$ cat config.mk
export PLATFORM = sky130hd
export DESIGN_NAME = if_spi_slave_flat
export DESIGN_NICKNAME = d
export VERILOG_FILES = /design/src/rtl/if_spi_slave_if.sv /design/src/rtl/if_spi_slave.sv /design/src/flat_wrapper.sv
export SDC_FILE = /design/constraint.sdc
export NUM_CORES = 2
export LEC_CHECK = 0
export CAP_MARGIN = 20
export CORE_MARGIN = 2
export CORE_UTILIZATION = 45
export DETAILED_ROUTE_END_ITERATION = 7
export MAX_ROUTING_LAYER = met4
export PLACE_DENSITY = 0.56
export SLEW_MARGIN = 40
export SYNTH_ARGS = -nofsm -noshare
export SYNTH_HDL_FRONTEND = slang
export SYNTH_SLANG_ARGS = --single-unit
$ cat constraint.sdc
create_clock -name clk_i -period 4 [get_ports clk_i]
set_input_delay 0.8 -clock clk_i [delete_from_list [all_inputs] [get_ports clk_i]]
set_output_delay 0.8 -clock clk_i [all_outputs]
set_load 0.02 [all_outputs]
$ cat src/rtl/if_spi_slave_if.sv
// rtl/if_spi_slave_if.sv - SPI pins plus TX/RX byte FIFO access for if_spi_slave
interface if_spi_slave_if #(
  parameter int RX_DEPTH = 128
);
  logic                        cs;
  logic                        sclk;
  logic                        mosi;
  logic                        miso;
  logic [7:0]                  in_data;
  logic                        in_ena;
  logic                        tx_full;
  logic                        rd_req;
  logic [7:0]                  out_data;
  logic                        have_msg;
  logic [$clog2(RX_DEPTH):0]   len;
  logic                        frame_err;
  logic                        tx_udf;
  logic                        rx_ovf;

  modport slave (
    input  cs, sclk, mosi, in_data, in_ena, rd_req,
    output miso, tx_full, out_data, have_msg, len, frame_err, tx_udf, rx_ovf
  );

  modport master (
    output cs, sclk, mosi, in_data, in_ena, rd_req,
    input  miso, tx_full, out_data, have_msg, len, frame_err, tx_udf, rx_ovf
  );
endinterface

$ cat src/rtl/if_spi_slave.sv
// rtl/if_spi_slave.sv - oversampled SPI mode-0 slave with TX word FIFO and RX byte FIFO
module if_spi_slave #(
  parameter int D_WIDTH  = 16,
  parameter int TX_DEPTH = 256,
  parameter int RX_DEPTH = 128
) (
  input  logic           clk_i,
  input  logic           rst_i,
  if_spi_slave_if.slave  bus
);
  localparam int NB  = D_WIDTH / 8;
  localparam int TXA = $clog2(TX_DEPTH);
  localparam int TXC = TXA + 1;
  localparam int RXA = $clog2(RX_DEPTH);
  localparam int RXC = RXA + 1;
  localparam int WCW = $clog2(D_WIDTH);

  typedef enum logic [1:0] {WAIT_IDLE, IDLE, ACTIVE} state_e;

  state_e              state_q, state_d;
  logic                cs_m_q, cs_s_q, sclk_m_q, sclk_s_q, sclk_d_q, mosi_m_q, mosi_s_q;
  logic [D_WIDTH-1:0]  shift_q, shift_d;
  logic [2:0]          bit_cnt_q, bit_cnt_d;
  logic [WCW-1:0]      word_cnt_q, word_cnt_d;
  logic                load_pend_q, load_pend_d;
  logic                udf_pend_q, udf_pend_d;
  logic [7:0]          rx_sh_q, rx_sh_d;
  logic                rx_push_q, rx_push_d;
  logic                frame_err_q, frame_err_d;
  logic                tx_udf_q, tx_udf_d;
  logic [TXA-1:0]      tx_wr_ptr_q, tx_wr_ptr_d, tx_rd_ptr_q, tx_rd_ptr_d;
  logic [TXC-1:0]      tx_cnt_q, tx_cnt_d;
  logic [RXA-1:0]      rx_wr_ptr_q, rx_wr_ptr_d, rx_rd_ptr_q, rx_rd_ptr_d;
  logic [RXC-1:0]      rx_cnt_q, rx_cnt_d;
  logic                rx_ovf_q, rx_ovf_d;
  logic [7:0]          out_data_q, out_data_d;
  logic [7:0]          tx_mem [TX_DEPTH];
  logic [7:0]          rx_mem [RX_DEPTH];

  logic                rise, fall, enter, leave, stay;
  logic                tx_full, tx_have, tx_push, tx_pop, do_load;
  logic                rx_full, rx_wr, rx_rd;
  logic [D_WIDTH-1:0]  tx_word;

  assign rise    = sclk_s_q & ~sclk_d_q;
  assign fall    = ~sclk_s_q & sclk_d_q;
  assign stay    = (state_q == ACTIVE) && !cs_s_q;
  assign tx_full = (tx_cnt_q == TXC'(TX_DEPTH));
  assign tx_have = (tx_cnt_q >= TXC'(NB));
  assign tx_push = bus.in_ena & ~tx_full;
  assign do_load = enter | (stay & fall & load_pend_q);
  assign tx_pop  = do_load & tx_have;
  assign rx_full = (rx_cnt_q == RXC'(RX_DEPTH));
  assign rx_wr   = rx_push_q & ~rx_full;
  assign rx_rd   = bus.rd_req & (rx_cnt_q != '0);

  always_comb begin
    state_d = state_q;
    enter   = 1'b0;
    leave   = 1'b0;
    case (state_q)
      WAIT_IDLE: if (cs_s_q) state_d = IDLE;
      IDLE: if (!cs_s_q) begin
        state_d = ACTIVE;
        enter   = 1'b1;
      end
      ACTIVE: if (cs_s_q) begin
        state_d = IDLE;
        leave   = 1'b1;
      end
      default: state_d = WAIT_IDLE;
    endcase
  end

  // First byte popped lands in the top byte of the word.
  always_comb begin
    tx_word = '0;
    for (int k = 0; k < NB; k++) begin
      tx_word[D_WIDTH-1-8*k -: 8] = tx_mem[tx_rd_ptr_q + TXA'(k)];
    end
  end

  always_comb begin
    shift_d     = shift_q;
    bit_cnt_d   = bit_cnt_q;
    word_cnt_d  = word_cnt_q;
    load_pend_d = load_pend_q;
    udf_pend_d  = udf_pend_q;
    rx_sh_d     = rx_sh_q;
    rx_push_d   = 1'b0;
    frame_err_d = 1'b0;
    tx_udf_d    = 1'b0;
    if (leave) begin
      shift_d     = '0;
      bit_cnt_d   = '0;
      word_cnt_d  = '0;
      load_pend_d = 1'b0;
      udf_pend_d  = 1'b0;
      frame_err_d = (bit_cnt_q != 3'd0);
    end else if (do_load) begin
      shift_d     = tx_have ? tx_word : '0;
      load_pend_d = 1'b0;
      udf_pend_d  = ~tx_have;
    end else if (stay && fall) begin
      shift_d = {shift_q[D_WIDTH-2:0], 1'b0};
    end
    // A starved load is only reported once the master clocks its first bit,
    // so the speculative load after a frame's final word never flags.
    if (stay && rise) begin
      rx_sh_d   = {rx_sh_q[6:0], mosi_s_q};
      bit_cnt_d = bit_cnt_q + 3'd1;
      rx_push_d = (bit_cnt_q == 3'd7);
      if (word_cnt_q == WCW'(D_WIDTH - 1)) begin
        word_cnt_d  = '0;
        load_pend_d = 1'b1;
      end else begin
        word_cnt_d = word_cnt_q + WCW'(1);
      end
      if (udf_pend_q) begin
        tx_udf_d   = 1'b1;
        udf_pend_d = 1'b0;
      end
    end
  end

  always_comb begin
    tx_wr_ptr_d = tx_push ? tx_wr_ptr_q + TXA'(1) : tx_wr_ptr_q;
    tx_rd_ptr_d = tx_pop ? tx_rd_ptr_q + TXA'(NB) : tx_rd_ptr_q;
    tx_cnt_d    = tx_cnt_q + TXC'(tx_push) - (tx_pop ? TXC'(NB) : TXC'(0));
    rx_wr_ptr_d = rx_wr ? rx_wr_ptr_q + RXA'(1) : rx_wr_ptr_q;
    rx_rd_ptr_d = rx_rd ? rx_rd_ptr_q + RXA'(1) : rx_rd_ptr_q;
    rx_cnt_d    = rx_cnt_q + RXC'(rx_wr) - RXC'(rx_rd);
    rx_ovf_d    = rx_ovf_q | (rx_push_q & rx_full);
    out_data_d  = rx_rd ? rx_mem[rx_rd_ptr_q] : out_data_q;
  end

  always_ff @(posedge clk_i) begin
    if (tx_push) tx_mem[tx_wr_ptr_q] <= bus.in_data;
    if (rx_wr)   rx_mem[rx_wr_ptr_q] <= rx_sh_q;
  end

  // Synchronisers clear to cs low so a frame in progress at reset is ignored.
  always_ff @(posedge clk_i) begin
    if (rst_i) begin
      {cs_m_q, cs_s_q, sclk_m_q, sclk_s_q, sclk_d_q, mosi_m_q, mosi_s_q} <= '0;
      state_q     <= WAIT_IDLE;
      shift_q     <= '0;
      bit_cnt_q   <= '0;
      word_cnt_q  <= '0;
      load_pend_q <= 1'b0;
      udf_pend_q  <= 1'b0;
      rx_sh_q     <= '0;
      rx_push_q   <= 1'b0;
      frame_err_q <= 1'b0;
      tx_udf_q    <= 1'b0;
      tx_wr_ptr_q <= '0;
      tx_rd_ptr_q <= '0;
      tx_cnt_q    <= '0;
      rx_wr_ptr_q <= '0;
      rx_rd_ptr_q <= '0;
      rx_cnt_q    <= '0;
      rx_ovf_q    <= 1'b0;
      out_data_q  <= '0;
    end else begin
      cs_m_q      <= bus.cs;
      cs_s_q      <= cs_m_q;
      sclk_m_q    <= bus.sclk;
      sclk_s_q    <= sclk_m_q;
      sclk_d_q    <= sclk_s_q;
      mosi_m_q    <= bus.mosi;
      mosi_s_q    <= mosi_m_q;
      state_q     <= state_d;
      shift_q     <= shift_d;
      bit_cnt_q   <= bit_cnt_d;
      word_cnt_q  <= word_cnt_d;
      load_pend_q <= load_pend_d;
      udf_pend_q  <= udf_pend_d;
      rx_sh_q     <= rx_sh_d;
      rx_push_q   <= rx_push_d;
      frame_err_q <= frame_err_d;
      tx_udf_q    <= tx_udf_d;
      tx_wr_ptr_q <= tx_wr_ptr_d;
      tx_rd_ptr_q <= tx_rd_ptr_d;
      tx_cnt_q    <= tx_cnt_d;
      rx_wr_ptr_q <= rx_wr_ptr_d;
      rx_rd_ptr_q <= rx_rd_ptr_d;
      rx_cnt_q    <= rx_cnt_d;
      rx_ovf_q    <= rx_ovf_d;
      out_data_q  <= out_data_d;
    end
  end

  assign bus.miso      = (state_q == ACTIVE) & shift_q[D_WIDTH-1];
  assign bus.tx_full   = tx_full;
  assign bus.out_data  = out_data_q;
  assign bus.have_msg  = (rx_cnt_q != '0);
  assign bus.len       = rx_cnt_q;
  assign bus.frame_err = frame_err_q;
  assign bus.tx_udf    = tx_udf_q;
  assign bus.rx_ovf    = rx_ovf_q;
endmodule

$ cat src/flat_wrapper.sv
// flat-port wrapper written by rule: the top's interface ports become plain ports
module if_spi_slave_flat 
#(
  parameter int D_WIDTH  = 16,
  parameter int TX_DEPTH = 256,
  parameter int RX_DEPTH = 128
)
  (clk_i, rst_i, bus_cs, bus_sclk, bus_mosi, bus_in_data, bus_in_ena, bus_rd_req, bus_miso, bus_tx_full, bus_out_data, bus_have_msg, bus_len, bus_frame_err, bus_tx_udf, bus_rx_ovf);
  if_spi_slave_if #(.RX_DEPTH(RX_DEPTH)) bus_i ();
  input  logic clk_i;
  input  logic rst_i;
  input wire logic [$bits(bus_i.cs)-1:0] bus_cs;
  input wire logic [$bits(bus_i.sclk)-1:0] bus_sclk;
  input wire logic [$bits(bus_i.mosi)-1:0] bus_mosi;
  input wire logic [$bits(bus_i.in_data)-1:0] bus_in_data;
  input wire logic [$bits(bus_i.in_ena)-1:0] bus_in_ena;
  input wire logic [$bits(bus_i.rd_req)-1:0] bus_rd_req;
  output wire logic [$bits(bus_i.miso)-1:0] bus_miso;
  output wire logic [$bits(bus_i.tx_full)-1:0] bus_tx_full;
  output wire logic [$bits(bus_i.out_data)-1:0] bus_out_data;
  output wire logic [$bits(bus_i.have_msg)-1:0] bus_have_msg;
  output wire logic [$bits(bus_i.len)-1:0] bus_len;
  output wire logic [$bits(bus_i.frame_err)-1:0] bus_frame_err;
  output wire logic [$bits(bus_i.tx_udf)-1:0] bus_tx_udf;
  output wire logic [$bits(bus_i.rx_ovf)-1:0] bus_rx_ovf;
  assign bus_i.cs = bus_cs;
  assign bus_i.sclk = bus_sclk;
  assign bus_i.mosi = bus_mosi;
  assign bus_i.in_data = bus_in_data;
  assign bus_i.in_ena = bus_in_ena;
  assign bus_i.rd_req = bus_rd_req;
  assign bus_miso = bus_i.miso;
  assign bus_tx_full = bus_i.tx_full;
  assign bus_out_data = bus_i.out_data;
  assign bus_have_msg = bus_i.have_msg;
  assign bus_len = bus_i.len;
  assign bus_frame_err = bus_i.frame_err;
  assign bus_tx_udf = bus_i.tx_udf;
  assign bus_rx_ovf = bus_i.rx_ovf;
  if_spi_slave #(.D_WIDTH(D_WIDTH), .TX_DEPTH(TX_DEPTH), .RX_DEPTH(RX_DEPTH)) u_core (.clk_i(clk_i), .rst_i(rst_i), .bus(bus_i));
endmodule
Word level (Yosys, flattened, before mapping)
Memories as Yosys holds them, arrays and structs flattened. A register that Yosys moved wholly into a read port is not among the register bits.
Index checks and enable logic that the tools add are counted.

cells by class
  $add $sub $neg = 11
  $lt $le $gt $ge = 1
  eq/ne operators = 8
  mux-type cells = 31
  bitwise operators = 19
  reductions and logical operators = 14

operator list
  kind                                                                                 count
  16-bit two-way mux                                                                   3
  1-bit two-way mux                                                                    17
  8-bit by 1-bit adder with 8-bit output, second input constant                        2
  8-bit two-way mux                                                                    2
  7-bit by 1-bit adder with 7-bit output, second input constant                        2
  4-bit two-way mux                                                                    3
  1-bit bitwise AND                                                                    10
  9-bit by 1-bit adder with 9-bit output                                               1
  9-bit equality test, second input constant                                           1
  9-bit by 2-bit greater-or-equal comparator with 1-bit output, second input constant  1
  9-bit subtractor                                                                     1
  8-bit by 1-bit adder with 8-bit output                                               1
  8-bit by 2-bit adder with 8-bit output, second input constant                        1
  8-bit equality test, second input constant                                           1
  8-bit nonzero test                                                                   1
  2-bit OR reduction                                                                   4
  8-bit by 1-bit subtractor with 8-bit output                                          1
  1-bit inverter                                                                       7
  2-bit two-way mux                                                                    3
  3-bit two-way mux                                                                    2
  4-bit by 1-bit adder with 4-bit output, second input constant                        1
  4-bit equality test, second input constant                                           1
  2-bit one-hot mux with 2 select lines                                                1
  2-bit nonzero test                                                                   2
  12 further kinds                                                                     15

word-level totals
  register bits = 93
  RAM bits = 3072
  input bits = 15
  output and inout port bits = 22
  logic and storage cells = 110
  memories = 2

memories
  memory         depth  bits a word  read ports  clocked after memory_dff  wr ports  line                RTL
  u_core.tx_mem  256    8            2           1                         1         if_spi_slave.sv:37  logic [7:0] tx_mem [TX_DEPTH];
  u_core.rx_mem  128    8            1           1                         1         if_spi_slave.sv:38  logic [7:0] rx_mem [RX_DEPTH];

Logic depth before layout (Yosys ltp)
  depth after elaboration = 9
  mapped depth = 17

Worst setup path before layout
OpenSTA, ideal clock, no wires.

  kind = reg-to-reg
  start point = register u_core.rx_cnt_q[4] (netlist: u_core.bus.len[4])
  end point = register u_core.rx_cnt_q[6] (netlist: u_core.bus.len[6])
  library setup time = 0.128 ns
  arrival = 3.102 ns
  setup slack = 0.771 ns
  cell stages (with the launch flop) = 18
  path buffers = 0
  path through = dfxtp_1 inv_1 ha_1 nor4bb_1 nand2_1 nand2_1 inv_2 ha_1 inv_1 ha_1 fa_1 a21oi_1 o21bai_1 a21oi_1 nor2_1 nor2_1 xor2_1 nor2_1

RTL lines
  element                                      line                 RTL
  from (decl)                                  if_spi_slave.sv:34   logic [RXC-1:0] rx_cnt_q, rx_cnt_d;
  from (signal assigned)                       if_spi_slave.sv:187  rx_cnt_q <= rx_cnt_d;
  8-bit nonzero test                           n/a
  named net bus_have_msg                       flat_wrapper.sv:21   output wire logic [$bits(bus_i.have_msg)-1:0] bus_have_msg;
  1-bit bitwise AND                            if_spi_slave.sv:55   assign rx_rd = bus.rd_req & (rx_cnt_q != '0);
  named net u_core.rx_rd                       if_spi_slave.sv:42   logic rx_full, rx_wr, rx_rd;
  8-bit by 1-bit subtractor with 8-bit output  if_spi_slave.sv:132  rx_cnt_d = rx_cnt_q + RXC'(rx_wr) - RXC'(rx_rd);

The timed path passes the listed nets, and every way through them passes these cells.
A chain may end at the register's enable or synchronous reset.

Final worst setup path
  start point = register u_core.tx_cnt_q[5]
  end point = output port bus_tx_full

on the way
  cells in the longest elaborated chain, start to end = 1

RTL lines
  element                 line                 RTL
  from (decl)             if_spi_slave.sv:32   logic [TXC-1:0] tx_cnt_q, tx_cnt_d;
  from (signal assigned)  if_spi_slave.sv:184  tx_cnt_q <= tx_cnt_d;
  9-bit equality test     if_spi_slave.sv:48   assign tx_full = (tx_cnt_q == TXC'(TX_DEPTH));
  to (decl)               flat_wrapper.sv:19   output wire logic [$bits(bus_i.tx_full)-1:0] bus_tx_full;

Every way passes these cells.

==> qor.yml <==
finish:
  utilization: 0.522
  layout-drive-gt1-share: 0.265
  final-instance-count-excl-fill: 10600
  fin_nets: 6789
  fillers: 21500
  multi_input_comb_area_mm2: 0.0278
  syn_to_final_growth_pct: 15.2
  seq_area_mm2: 0.0945
timing:
  timing.final.crit_share: 0.927
  maxClockFrequency_mhz: 270
  drv_slew: 0
  timing.final.hold_violations: 0
  finalSetupTns_ns: 0
  setup_viol: 0
  rsz0062_at_grt: "false"
  clock_skew_ns: 0.0881
  fin_crit_ns: 3.71
  tightest_slew_ns: 0.881
  holdWs_ns: 0.319
  slew_headroom: 0.413
synth:
  synth_top_cells_by_count: "edfxtp_1, mux4_2, nor2_1"
  yosysMostFrequentCell: "edfxtp_1"
  synth_top_family_by_area: "multiplexers"
  yosysSeqAreaShare: 0.761
  synth-edff-count: 3072
  synthesis.nets: 6199
  synth_top_area_share: 0.744
  synthAdderAreaFrac: 0.00409
  ys_types: 77
  synthFlopType: "edfxtp_1"
  synthTopCellsByArea: "edfxtp_1, mux4_2, mux2i_1"
  synth_mux_area_frac: 0.155
  synth_xor_area_frac: 0.00212
  synth_compound_area_frac: 0.0296
  netlist_area_mm2: 0.124
  synthArstFlopShare: 0
  yosys_register_bits: 3179
  yosys_warnings: 0
  synthSimpleGateAreaFrac: 0.0323
  synth_cells: 6144
  yosysTopAreaCell: "edfxtp_1"
  synth_area_per_cell_um2: 20.2
setup_path:
  r2r_cells: 7
  start_kind: "flip-flop"
  cp.required_ns: 3.20
  worstSetupPathType: "flip-flop to output port"
  regToRegStartpoint: "u_core.rx_rd_ptr_q[0]"
  cp_max_fo: 4
  r2r_end: "u_core.bus.out_data[6]"
  cp-end-kind: "output port"
  critical_path_arrival_ns: 2.91
  r2r_slack_ns: 0.57
place:
  place_inst: 9987
  dpl.hpwl_mm: 198
  io_buffers: 36
  place_congestion: 0.847
clocking:
  cts_max_path_buffers: 4
  ctsRootBufferMaster: "clkbuf_16"
  htreeDepth: 5
  clock_latency_ns: 0.94
  numCtsBuffers: 331
  postCtsHoldBufs: 0
  cts_tree: "built"
  clock_sinks: 3179
  clk_pin_slew_ns: 0.06
global_route:
  grt_pass1_vias: 63100
  overflow: 0
  grt_max_degree: 103
  antenna_found_initial: 4
  grt_pass1_wl_mm: 456
  track_usage: 0.230
drt:
  via_count: 62300
  first_pass_iters: 6
  drtIter0Drc: 6454
  drt-vias-per-instance: 5.88
  wl_mm: 314
  drc_errors: 0
  postRouteAntennaNets: 0
  wl_per_cell_um: 29.6
die:
  coreArea_mm2: 0.274
  fp.dieArea_mm2: 0.280
  rows: 192
  start_util: 0.453
  chipHeight_um: 529
  io_pins: 37
  die_w_um: 529
power:
  power.leakage_uw: 0.0442
  peakVddDrop_v: 0.000370
  cellPowerDensity_mw_per_mm2: 499
worst_hold_path:
  hold_path_end: "u_core.tx_mem[33][5]"
  hold_depth: 1
  hp-start: "bus_in_data[5]"
  hold_path_class: "input pin to flip-flop"
status:
  status: "completed"
job:
  drv_cap: 0
[cells by family after synthesis]
logic type               count (synthesis)
adder cells (fa/ha/maj)                 40
flip-flops                            3179
multiplexers                          1046
AO/OA/AOI/OAI                          536
XOR/XNOR                                30
AND/OR/NAND/NOR                        918
buffers and inverters                  395
[final cells by class]
cell class / instances / share of cell area
repair buffers: 615 / 0.0379
diodes: 3 / 0.0000525
clock buffers: 417 / 0.0613
multi-input cells: 2570 / 0.195
flip-flops and latches: 3179 / 0.661
well taps: 3589 / 0.0314
clock inverters: 192 / 0.0127
inverters: 37 / 0.000972
[critical path, cell delays in order (launching register included)]
cell and delay [ns]:
dfxtp_1 0.31, inv_1 0.12, ha_1 0.18, nand4b_1 0.18
nor3_2 0.37, clkdlybuf4s50_1 0.82
[sequential cells by signal, indices dropped and copies added (netlist names), 8 cells and up, named ones only]
name / count
u_core.shift_q: 16
u_core.bus.out_data: 8
u_core.tx_cnt_q: 9
u_core.tx_mem: 2048
u_core.rx_sh_q: 8
u_core.rx_mem: 1024
u_core.bus.len: 8
u_core.tx_wr_ptr_q: 8
[stage by stage]
stage                     area (um2)  setup WS [ns]  total power [uW]
after floorplan               124000          0.771             40200
after detailed placement      132000          0.406             42100
final                         143000          0.290             71300
after CTS                     143000          0.189             72000
after global routing          143000          0.227             73600
after global placement        132000          0.475             42000
[repair_timing]
item                       in CTS  in global routing
hold endpoints to repair        0                  0
setup endpoints to repair       1                  0
resized for setup               1                  0
setup buffers                   0                  0
[placed cells by master, fill, tap and decap left out, types with 14 or more instances in the layout]
master,instances
xnor2_1,16
edfxtp_1,3072
nand3_1,53
nor2_1,474
dfxtp_4,19
nor2_2,25
dfxtp_1,85
o221ai_1,61
nand2b_1,20
o22ai_1,56
buf_4,527
nand2_1,174
nor2b_1,31
o211ai_1,16
clkbuf_16,336
a22oi_1,30
a211oi_1,19
clkinv_2,53
mux2i_1,305
inv_1,30
clkdlybuf4s50_1,27
clkinv_1,82
a21oi_1,134
or3_1,16
xor2_1,14
a221oi_1,41
nand4_1,19
o21ai_0,53
nor3_1,36
ha_1,39
clkbuf_1,76
bufinv_16,25
mux2_2,43
mux4_2,697
a31oi_1,14
buf_12,51
[where the power goes]
part           internal [uW]  leakage [uW]  switching, uW
combinational           2040        0.0103           2650
sequential             36400        0.0288            179
clock                  17200       0.00514          12800
total                  55700        0.0442          15600
[worst max-delay path by stage]
stage,start,to,cells past startpoint
after floorplan,u_core.bus.len[4],u_core.bus.len[6],17
after global placement,bus_in_ena,u_core.tx_mem[101][0],8
after detailed placement,bus_in_ena,u_core.tx_mem[80][3],7
after CTS,u_core.tx_cnt_q[5],bus_tx_full,5
after global routing,u_core.tx_cnt_q[5],bus_tx_full,5
final,u_core.tx_cnt_q[5],bus_tx_full,5
[layer usage]
metal | vias to the layer above | routed length, um | global-route usage
met5 | - | 0 | -
met3 | 406 | 19100 | 0.0328
met4 | 0 | 7440 | 0.0539
met1 | 33200 | 134000 | 0.319
li1 | 26500 | - | -
met2 | 2189 | 153000 | 0.364
Note: power is estimated with default switching activity, not from simulation.
